<file path="config.mk">
export PLATFORM = sky130hd
export DESIGN_NAME = mux4_rr_arbiter
export DESIGN_NICKNAME = d
export VERILOG_FILES = /design/src/rtl/mux4_rr_arbiter.sv
export SDC_FILE = /design/constraint.sdc
export NUM_CORES = 1
export LEC_CHECK = 0
export BUFFER_PORTS_ARGS = -buffer_cell sky130_fd_sc_hd__buf_4
export CAP_MARGIN = 20
export CELL_PAD_IN_SITES_DETAIL_PLACEMENT = 0
export CELL_PAD_IN_SITES_GLOBAL_PLACEMENT = 1
export CORE_MARGIN = 1
export CORE_UTILIZATION = 30
export CTS_BUF_LIST = sky130_fd_sc_hd__clkbuf_16
export CTS_CLUSTER_DIAMETER = 200
export DETAILED_ROUTE_END_ITERATION = 7
export HOLD_SLACK_MARGIN = 0.12
export PLACE_DENSITY_LB_ADDON = 0.1
export SETUP_SLACK_MARGIN = 0.5
export SLEW_MARGIN = 20
export SYNTH_ARGS = -nofsm -noshare
export SYNTH_HDL_FRONTEND = slang
export SYNTH_SLANG_ARGS = --single-unit
</file>
<file path="constraint.sdc">
create_clock -name Clock -period 1.8 [get_ports Clock]
set_input_delay 0.18 -clock Clock [delete_from_list [all_inputs] [get_ports Clock]]
set_output_delay 0.18 -clock Clock [all_outputs]
set_load 0.03 [all_outputs]
</file>
<file path="src/rtl/mux4_rr_arbiter.sv">
// Round-robin arbiter owning the select of a 4-to-1 mux.
// Grants one requester for up to HOLD cycles and registers the data.
module mux4_rr_arbiter #(
  parameter int HOLD  = 2,
  parameter int WIDTH = 2
) (
  input  logic             Clock,
  input  logic             Reset,
  input  logic [3:0]       req,
  input  logic [WIDTH-1:0] u,
  input  logic [WIDTH-1:0] v,
  input  logic [WIDTH-1:0] w,
  input  logic [WIDTH-1:0] x,
  output logic [1:0]       s,
  output logic [3:0]       gnt,
  output logic [WIDTH-1:0] m,
  output logic             valid
);

  typedef enum logic {
    IDLE,
    GRANT
  } state_t;

  localparam logic [3:0] CNT_LOAD = 4'(HOLD - 1);

  state_t     state;
  logic [1:0] last;
  logic [3:0] cnt;

  // {found, index} of the first requester after pointer p
  function automatic logic [2:0] pick(
    input logic [3:0] r,
    input logic [1:0] p
  );
    logic [2:0] res;
    logic [1:0] idx;
    res = 3'b000;
    for (int i = 4; i >= 1; i--) begin
      idx = p + 2'(i);
      if (r[idx]) res = {1'b1, idx};
    end
    return res;
  endfunction

  logic [2:0]       arb_idle;
  logic [2:0]       arb_rel;
  logic [WIDTH-1:0] sel;
  logic             cur_req;
  logic             release_now;

  always_comb begin
    arb_idle    = pick(req, last);
    arb_rel     = pick(req, s);
    cur_req     = req[s];
    release_now = (cnt == 4'd0) || !cur_req;
  end

  always_comb begin
    sel = u;
    unique case (s)
      2'd0: sel = u;
      2'd1: sel = v;
      2'd2: sel = w;
      2'd3: sel = x;
    endcase
  end

  always_ff @(posedge Clock) begin
    if (Reset) begin
      state <= IDLE;
      s     <= 2'd0;
      gnt   <= 4'b0000;
      m     <= '0;
      valid <= 1'b0;
      last  <= 2'd3;
      cnt   <= 4'd0;
    end else begin
      unique case (state)
        IDLE: begin
          valid <= 1'b0;
          if (arb_idle[2]) begin
            state <= GRANT;
            s     <= arb_idle[1:0];
            gnt   <= 4'b0001 << arb_idle[1:0];
            cnt   <= CNT_LOAD;
          end else begin
            gnt <= 4'b0000;
          end
        end
        GRANT: begin
          valid <= cur_req;
          if (cur_req) m <= sel;
          if (release_now) begin
            last <= s;
            if (arb_rel[2]) begin
              s   <= arb_rel[1:0];
              gnt <= 4'b0001 << arb_rel[1:0];
              cnt <= CNT_LOAD;
            end else begin
              state <= IDLE;
              gnt   <= 4'b0000;
            end
          end else begin
            cnt <= cnt - 4'd1;
          end
        end
      endcase
    end
  end

endmodule

</file>
; ---- Yosys cells after proc, flatten, opt, wreduce, memory -nomap -nowiden
; Index checks and enable logic that the tools add are counted.
[totals]
register_bits = 16
in_bits = 14
word_cells = 82
[classes]
n_reduce_logical = 8
n_mux = 42
add_sub_neg = 7
shifts = 2
bitwise_logic = 1
n_lt_le_gt_ge = 8
eq_ne = 7
[op_table]
columns = cell, n
row1 = "< comparator 2 x 3 -> 1 bit, second input constant", 8
row2 = 2-to-1 mux 3 bit, 8
row3 = 2-to-1 mux 4 bit, 6
row4 = binary-select mux 1 bit (select 2 bit), 8
row5 = case mux 4 bit (2 select lines), 2
row6 = 2-to-1 mux 1 bit, 11
row7 = "adder 2 bit, second input constant", 4
row8 = case mux 2 bit (4 select lines), 1
row9 = "left shift 1 x 2 -> 4 bit, first input constant", 2
row10 = 2-to-1 mux 2 bit, 3
row11 = AND reduction 2 bit, 3
row12 = "adder 2 x 1 -> 2 bit, second input constant", 2
row13 = "equality test 2 bit, second input constant", 2
row14 = zero test 4 bit, 1
row15 = "inequality test 2 x 1 -> 1 bit, second input constant", 2
row16 = case mux 1 bit (2 select lines), 2
row17 = case mux 2 bit (2 select lines), 1
row18 = "subtractor 4 x 1 -> 4 bit, second input constant", 1
row19 = "inequality test 3 bit, second input constant", 1
row20 = AND reduction 3 bit, 1
row21 = "equality test 2 x 1 -> 1 bit, second input constant", 1
row22 = zero test 2 bit, 1
row23 = "inequality test 2 bit, second input constant", 1
row24 = zero test 1 bit, 1
row25 = other kinds (2), 2

; ---- Longest topological paths before layout
; Gate-level depths: netlist (run 1).
[logic_depth]
depth_word = 10
mapped_depth = 8
depth_no_buf = 7

; ---- Least setup slack after synthesis (run 1)
; Ideal clock, no wire load.
[synth_path]
path_type = reg2reg
startpoint = reg s[0]
endpoint = reg gnt[3]
n_path_buf = 1
stages_incl_launch_ff = 9
arrival_ns = 2.068
setup_ns = 0.132
setup_slack_ns = -0.399
cell_sequence = dfxtp_1 > clkbuf_1 > inv_1 > ha_1 > inv_1 > a221oi_1 > o22ai_1 > a221oi_1 > nor3_1
[synth_via]
elab_chain_cells = 10
[synth_lines]
columns = item, line
row1 = start: declaration, 14  ; output logic [1:0] s,
row2 = start signal: assignment, 84  ; s <= arb_idle[1:0];
row3 = start signal: assignment, 97  ; s <= arb_rel[1:0];
row4 = adder 2 bit or binary-select mux 1 bit (select 2 bit) (tied branches), "40, 41, 55"
row5 = binary-select mux 1 bit (select 2 bit) or 2-to-1 mux 1 bit (tied branches), "41, 55"
row6 = 2-to-1 mux 1 bit (not written as such) or 2-to-1 mux 3 bit (tied branches), 41  ; if (r[idx]) res = {1'b1, idx};
row7 = 2-to-1 mux 3 bit (3 in series), 41
row8 = left shift 1 x 2 -> 4 bit, 98  ; gnt <= 4'b0001 << arb_rel[1:0];
row9 = 2-to-1 mux 4 bit, 96  ; if (arb_rel[2]) begin
row10 = 2-to-1 mux 4 bit, 94  ; if (release_now) begin
row11 = case mux 4 bit (2 select lines), 79  ; unique case (state)
row12 = end signal: assignment, 85  ; gnt <= 4'b0001 << arb_idle[1:0];
row13 = end signal: assignment, 98
row14 = end: declaration, 15  ; output logic [3:0] gnt,
; Several ways; a longest one is shown, not always the timed one. The select of a mux whose other input is x is not followed.
; A chain may end at the register's enable or synchronous reset.

; ---- Worst setup path after layout (run 1)
; Ends and elaborated chain as after synthesis.

==> impl_metrics.py, run 1 <==
metrics = {
    "yosys": {
        "synth_top_flop_cell": "dfxtp_1",
        "synth_top_family_by_area": "simple AND/OR/NAND/NOR gates",
        "synth.distinct_cells": 45,
        "synth_top_area_share_pct": 29.3,
        "synth_area_leaders": "dfxtp_1, nor2_1, ha_1",
        "avgSynthCellArea_um2": 8.53,
        "synth_top_area_cell": "dfxtp_1",
        "synth_adder_area_share_pct": 5.73,
        "synth.area.mux_share_pct": 8.71,
        "postSynthCellCount": 128,
        "synth_edf_count": 0,
        "ys_ff_latch": 16,
        "synth-seq-area-share_pct": 29.3,
        "synth_xor_xnor_area_share_pct": 0,
        "synth-compound-area-share_pct": 23.6,
        "synth-warning-count": 0,
        "async_flop_share_pct": 0,
        "syn-num-nets": 147,
        "synthSimpleGateAreaFrac_pct": 25.4,
        "mappedNetlistArea_um2": 1090,
    },
    "power_and_ir_drop": {
        "vdd_drop_max_mv": 0.467,
        "leakage_nw": 0.733,
        "p_per_area_nw_per_um2": 919,
    },
    "routing": {
        "initialDrtViolationCount": 34,
        "drt_pass1_iterations": 5,
        "wl_per_cell_um": 13.9,
        "route.detailed.drc": 0,
        "viasPerCell": 5.23,
        "ant_nets": 0,
        "wirelength_mm": 2.92,
        "route.vias.total": 1099,
    },
    "placed_design": {
        "dp_hpwl_mm": 2.05,
        "place.gp.congestion": 0.750,
        "port_buffers": 22,
    },
    "min_path": {
        "holdCritPathClass": "in -> reg",
        "hp-start": "Reset",
        "min_to": "valid",
        "whs_path_depth": 2,
    },
    "final_layout": {
        "fin_nets": 184,
        "utilization_pct": 49.9,
        "antenna_cells": 0,
        "drive_above_1_share_pct": 49.4,
        "syn_to_final_growth_pct": 55.9,
    },
    "clocking": {
        "cts_max_path_buffers": 2,
        "htree_levels": 1,
        "clkTransAtPathRegs_ns": 0.05,
        "clk_latency_ns": 0.24,
        "clock-root-buffer": "clkbuf_16",
        "cts_num_sinks": 16,
        "cts-buffers-inserted": 3,
        "cts_tree": "done",
        "cts_hold_buf": 0,
    },
    "sta": {
        "min_period_over_period_pct": 95.1,
        "min_period_ns": 1.71,
        "worst-slew-pin-transition_ns": 0.584,
        "rsz0062_at_grt": "yes",
        "hold_violations": 0,
        "fmax_mhz": 584,
        "maxSlewViolCount": 0,
        "max-slew-margin-rel_pct": 60.8,
        "timing.setup.tns_ns": 0,
        "final-setup-viol-count": 0,
        "clock_skew_ns": 0.000962,
    },
    "critical_path": {
        "worstSetupPathType": "reg -> reg",
        "cp_slowest_cell": "dfxtp_4",
        "rr_worst_depth": 7,
        "cp.depth": 7,
        "critPathMaxFanout": 4,
        "end_kind": "flop",
        "reg2reg_from": "s[0]",
        "arrival_ns": 1.88,
        "worst-path-buf-inv": 2,
        "timing.critical_path.slowest_cell_delay_ns": 0.39,
        "r2r_slack_ns": 0.09,
        "r2r_end": "gnt[3]",
        "required_ns": 1.97,
        "crit_family": "flip-flops",
        "cp_cell_sequence": "buf_6, mux2_4, o211ai_1, buf_4, and3_4, a221oi_2, nor3_1",
        "start_kind": "flop",
    },
    "floorplanning": {
        "floorplan.initialDensity_pct": 32.0,
        "ios": 23,
        "core-area_um2": 3420,
        "die_h_um": 62.3,
        "fp.dieW_um": 62.3,
        "rows": 21,
        "die_area_um2": 3890,
    },
    "run_status": {
        "run_status": "finished, final reports clean",
    },
    "grt": {
        "grt_first_pass_wirelength_mm": 4.95,
        "grt.overflow.total": 0,
        "grt_use_total_pct": 15.7,
        "grt_max_degree": 18,
        "antenna_found_initial": 0,
        "grt_pass1_vias": 1066,
    },
    "flow_run": {
        "cap_viol_max_count": 0,
    },
}
-- per-stage QoR --
step           instances  power [W]  setup WS, ns  hold slack [ns]  cell area, um2
5_1_grt              210    0.00167       -0.0222            0.252            1700
4_1_cts              206    0.00149        0.0972            0.242            1610
2_1_floorplan        128   0.000819        0.0446            0.422            1180
3_3_place_gp         196   0.000959        0.0580            0.477            1410
6_report             210    0.00156        0.0884            0.248            1700
3_5_place_dp         196   0.000964        0.0411            0.495            1410
-- Yosys cell counts, drive strengths merged (2+ instances only) --
master and count:
nor2 18, dfxtp 16, inv 8, buf 6
nand2 6, a211oi 5, a21oi 5, ha 5
mux2i 5, nor3 5, nand2b 4, a211o 3
a221oi 3, clkbuf 3, nor2b 3, o21ai 3
a222oi 2, a311oi 2, mux2 2, nor3b 2
nor4 2, o211ai 2, o22ai 2, or2 2
-- power breakdown --
group	leakage, nW	switching, W	internal, W
combinational	0.557	0.000344	0.000351
sequential	0.133	0.0000414	0.000398
clock	0.0423	0.000136	0.000294
total	0.733	0.000522	0.00104
-- worst register-to-register path, stage by stage, from the launching register on --
cell	delay, ns
dfxtp_4	0.39
buf_6	0.13
mux2_4	0.29
o211ai_1	0.22
buf_4	0.16
and3_4	0.21
a221oi_2	0.07
nor3_1	0.18
-- flip-flops by register name, summed over array words and instances, names as in the netlist --
signal	flops
s	2
gnt	4
m	2
cnt	4
valid	1
last	2
state	1
-- placed cells by master (no fill, tap or decap), types with 2 or more instances in the layout --
cell type / Yosys / routed
a211o_1: 3 / 3
a211oi_1: 5 / 3
a21oi_1: 5 / 4
a221oi_2: 0 / 2
a222oi_1: 2 / 2
a311oi_2: 1 / 2
buf_4: 1 / 36
buf_6: 1 / 4
clkbuf_16: 0 / 3
dfxtp_1: 16 / 13
dfxtp_4: 0 / 3
ha_1: 5 / 3
inv_1: 8 / 5
inv_4: 0 / 2
mux2_4: 0 / 2
mux2i_1: 5 / 5
nand2_1: 5 / 5
nand2b_1: 4 / 2
nand2b_4: 0 / 2
nor2_1: 17 / 15
nor2b_1: 3 / 3
nor3_1: 5 / 5
o211ai_1: 2 / 2
o21ai_1: 0 / 3
or2_2: 2 / 2
-- cell type report --
cell class                 count  area [um2]
clock buffer                   3        75.1
clock inverter                 1        3.75
fill                         345        1710
inverter                       8        40.0
multi-input combinational     95         860
sequential                    16         332
tap                           46        57.6
timing repair buffer          41         335
-- cells by family (layout without fill, tap and decap cells) --
| logic type | count (synthesis) | count (layout) |
|---|---|---|
| and+or+nand+nor | 49 | 49 |
| muxes | 8 | 8 |
| DFF | 16 | 16 |
| buffers and inverters | 17 | 53 |
| adders and majority gates | 5 | 5 |
| AOI/OAI and AO/OA | 33 | 33 |
-- how the worst max path moves through the flow --
stage          startpoint      to
2_1_floorplan        s[0]  gnt[0]
3_3_place_gp       req[0]  gnt[2]
3_5_place_dp       req[0]  gnt[2]
4_1_cts              s[0]  gnt[0]
5_1_grt              s[1]  gnt[1]
6_report             s[0]  gnt[3]
-- per-layer routing --
metal  vias to the layer above  GRT usage, %  part of all wire [%]
met4                         0          3.49                     0
met1                       519          19.1                    44
li1                        548             -                     -
met5                         -             0                     0
met3                         0          4.96                   6.1
met2                        32          27.1                    50
-- what timing repair did --
item                                    in CTS  in global routing
endpoints found under the hold margin        0                  0
resized for setup                           19                 12
gates cloned                                 0                  0
endpoints found under the setup margin      15                 15
pin swaps                                   13                 11
buffers inserted                             6                  4
Note: power is estimated with default switching activity, not from simulation.
==> run 2: changes to the inputs <==
--- a/config.mk
+++ b/config.mk
@@ -7,15 +7,11 @@
 export LEC_CHECK = 0
 export BUFFER_PORTS_ARGS = -buffer_cell sky130_fd_sc_hd__buf_4
 export CAP_MARGIN = 20
-export CELL_PAD_IN_SITES_DETAIL_PLACEMENT = 0
-export CELL_PAD_IN_SITES_GLOBAL_PLACEMENT = 1
-export CORE_MARGIN = 1
 export CORE_UTILIZATION = 30
 export CTS_BUF_LIST = sky130_fd_sc_hd__clkbuf_16
 export CTS_CLUSTER_DIAMETER = 200
 export DETAILED_ROUTE_END_ITERATION = 7
 export HOLD_SLACK_MARGIN = 0.12
-export PLACE_DENSITY_LB_ADDON = 0.1
 export SETUP_SLACK_MARGIN = 0.5
 export SLEW_MARGIN = 20
 export SYNTH_ARGS = -nofsm -noshare
==> run 2 against run 1 <==
Compared with the run above:
- via count shrank 1.1%
- final cell count shrank 0.95%
- fmax grew 1.4%
- worst setup slack gained 0.024 ns
- non-clock buffer count shrank 2
- sequential power is essentially flat
- register-to-register slack gained 0.02 ns
- critical path depth is the same
- critical path type unchanged
- highest routed layer is now met4
==> impl_metrics.py, run 2 (synthesis results as in run 1) <==
metrics = {
    "min_path": {
        "holdCritPathClass": "in -> reg",
        "hp-start": "Reset",
    },
    "grt": {
        "antenna_found_initial": 0,
        "grt_first_pass_wirelength_mm": 4.84,
        "grt_max_degree": 18,
        "grt.overflow.total": 0,
        "grt_pass1_vias": 1087,
        "grt_use_total_pct": 15.0,
    },
    "floorplanning": {
        "fp.dieW_um": 62.3,
        "die_area_um2": 3890,
        "core-area_um2": 3420,
        "rows": 21,
        "ios": 23,
        "floorplan.initialDensity_pct": 32.0,
        "die_h_um": 62.3,
    },
    "clocking": {
        "clk_latency_ns": 0.24,
        "cts_hold_buf": 0,
        "htree_levels": 1,
        "clkTransAtPathRegs_ns": 0.05,
        "cts_num_sinks": 16,
        "clock-root-buffer": "clkbuf_16",
        "cts_tree": "done",
        "cts-buffers-inserted": 3,
        "cts_max_path_buffers": 2,
    },
    "sta": {
        "timing.setup.tns_ns": 0,
        "max-slew-margin-rel_pct": 47.7,
        "min_period_over_period_pct": 93.8,
        "clock_skew_ns": 0.00224,
        "worst-slew-pin-transition_ns": 0.778,
        "fmax_mhz": 592,
        "maxSlewViolCount": 0,
        "holdWs_ns": 0.246,
        "final-setup-viol-count": 0,
        "rsz0062_at_grt": "yes",
        "hold_violations": 0,
        "min_period_ns": 1.69,
    },
    "final_layout": {
        "top_regs": "cnt x4, gnt x4",
        "drive_above_1_share_pct": 50.0,
        "final_common_cell": "buf_4",
        "stdcell_area_um2": 1630,
        "fin_nets": 182,
        "antenna_cells": 0,
        "final_cell_mix": "buf_4, nor2_1, dfxtp_1",
        "syn_to_final_growth_pct": 49.6,
    },
    "placed_design": {
        "place.gp.congestion": 0.899,
        "dp_hpwl_mm": 2.04,
        "port_buffers": 22,
        "placed_area_um2": 1390,
    },
    "critical_path": {
        "worstSetupPathType": "reg -> reg",
        "reg2reg_from": "s[0]",
        "end_kind": "flop",
        "required_ns": 1.96,
        "start_kind": "flop",
        "critPathMaxFanout": 6,
        "arrival_ns": 1.84,
        "critPathLaunch": "s[0]",
    },
    "routing": {
        "initialDrtViolationCount": 54,
        "route.detailed.drc": 0,
        "ant_nets": 0,
        "wirelength_mm": 2.84,
        "top_layer_used": "met4",
        "dr_wl_met2_mm": 1.37,
        "dr_wl_met3_um": 131,
        "wl_per_cell_um": 13.6,
        "wl_met1_mm": 1.32,
        "viasPerCell": 5.23,
        "route.vias.total": 1087,
        "drt_pass1_iterations": 4,
    },
    "run_status": {
        "run_status": "finished, final reports clean",
    },
    "flow_run": {
        "cap_viol_max_count": 0,
    },
    "power_and_ir_drop": {
        "leakage_nw": 0.711,
        "p_per_area_nw_per_um2": 913,
        "vdd_drop_max_mv": 0.361,
    },
}
## run 2: path summary, 6_finish.rpt
| check | end | slack (ns) | depth (start not counted) |
|---|---|---|---|
| setup / recovery | gnt[2] | 0.11 | 7 |
| hold / removal | cnt[2] | 0.25 | 2 |
| setup reg to reg | gnt[2] | 0.11 | 7 |
| hold reg to reg | gnt[3] | 0.49 | 2 |
## run 2: metrics by stage
stage | cells | util (%) | setup slack (ns) | power, W
after floorplan | 128 | - | 0.0446 | 0.000819
after global placement | 195 | 40.5 | 0.0695 | 0.000941
after detailed placement | 195 | 40.5 | 0.0361 | 0.000956
after CTS | 206 | 45.8 | 0.0824 | 0.00145
after global routing | 208 | 47.8 | 0.0623 | 0.00157
final | 208 | 47.8 | 0.112 | 0.00149
## run 2: layout make-up
class | instances | area (um2)
fillers | 328 | 1780
multi-input cells | 95 | 831
flip-flops and latches | 16 | 332
repair buffers | 39 | 300
clock buffers | 3 | 75.1
well taps | 46 | 57.6
inverters | 8 | 35.0
clock inverters | 1 | 3.75
## run 2: worst max-delay path, cell delays in order (launching register included)
cell	delay, ns
dfxtp_4	0.40
inv_4	0.05
ha_4	0.27
inv_2	0.05
a221oi_2	0.27
o22ai_2	0.18
nand2b_4	0.17
a311oi_2	0.22
## run 2: power breakdown
group          total, W  internal [W]  switching (W)
combinational  0.000621      0.000308       0.000313
clock          0.000430      0.000294       0.000135
sequential     0.000441      0.000398      0.0000433
## run 2: routing by layer
| metal | global-route usage, % | up-vias |
|---|---|---|
| met5 | 0 | - |
| met4 | 4.07 | 0 |
| met3 | 5.15 | 2 |
| met2 | 25.1 | 24 |
| met1 | 18.2 | 513 |
| li1 | - | 548 |
## run 2: repair_timing
| item | CTS | global route |
|---|---|---|
| gates resized for setup | 12 | 12 |
| endpoints found under the setup margin | 15 | 15 |
| pin swaps | 7 | 12 |
| buffers inserted | 7 | 2 |
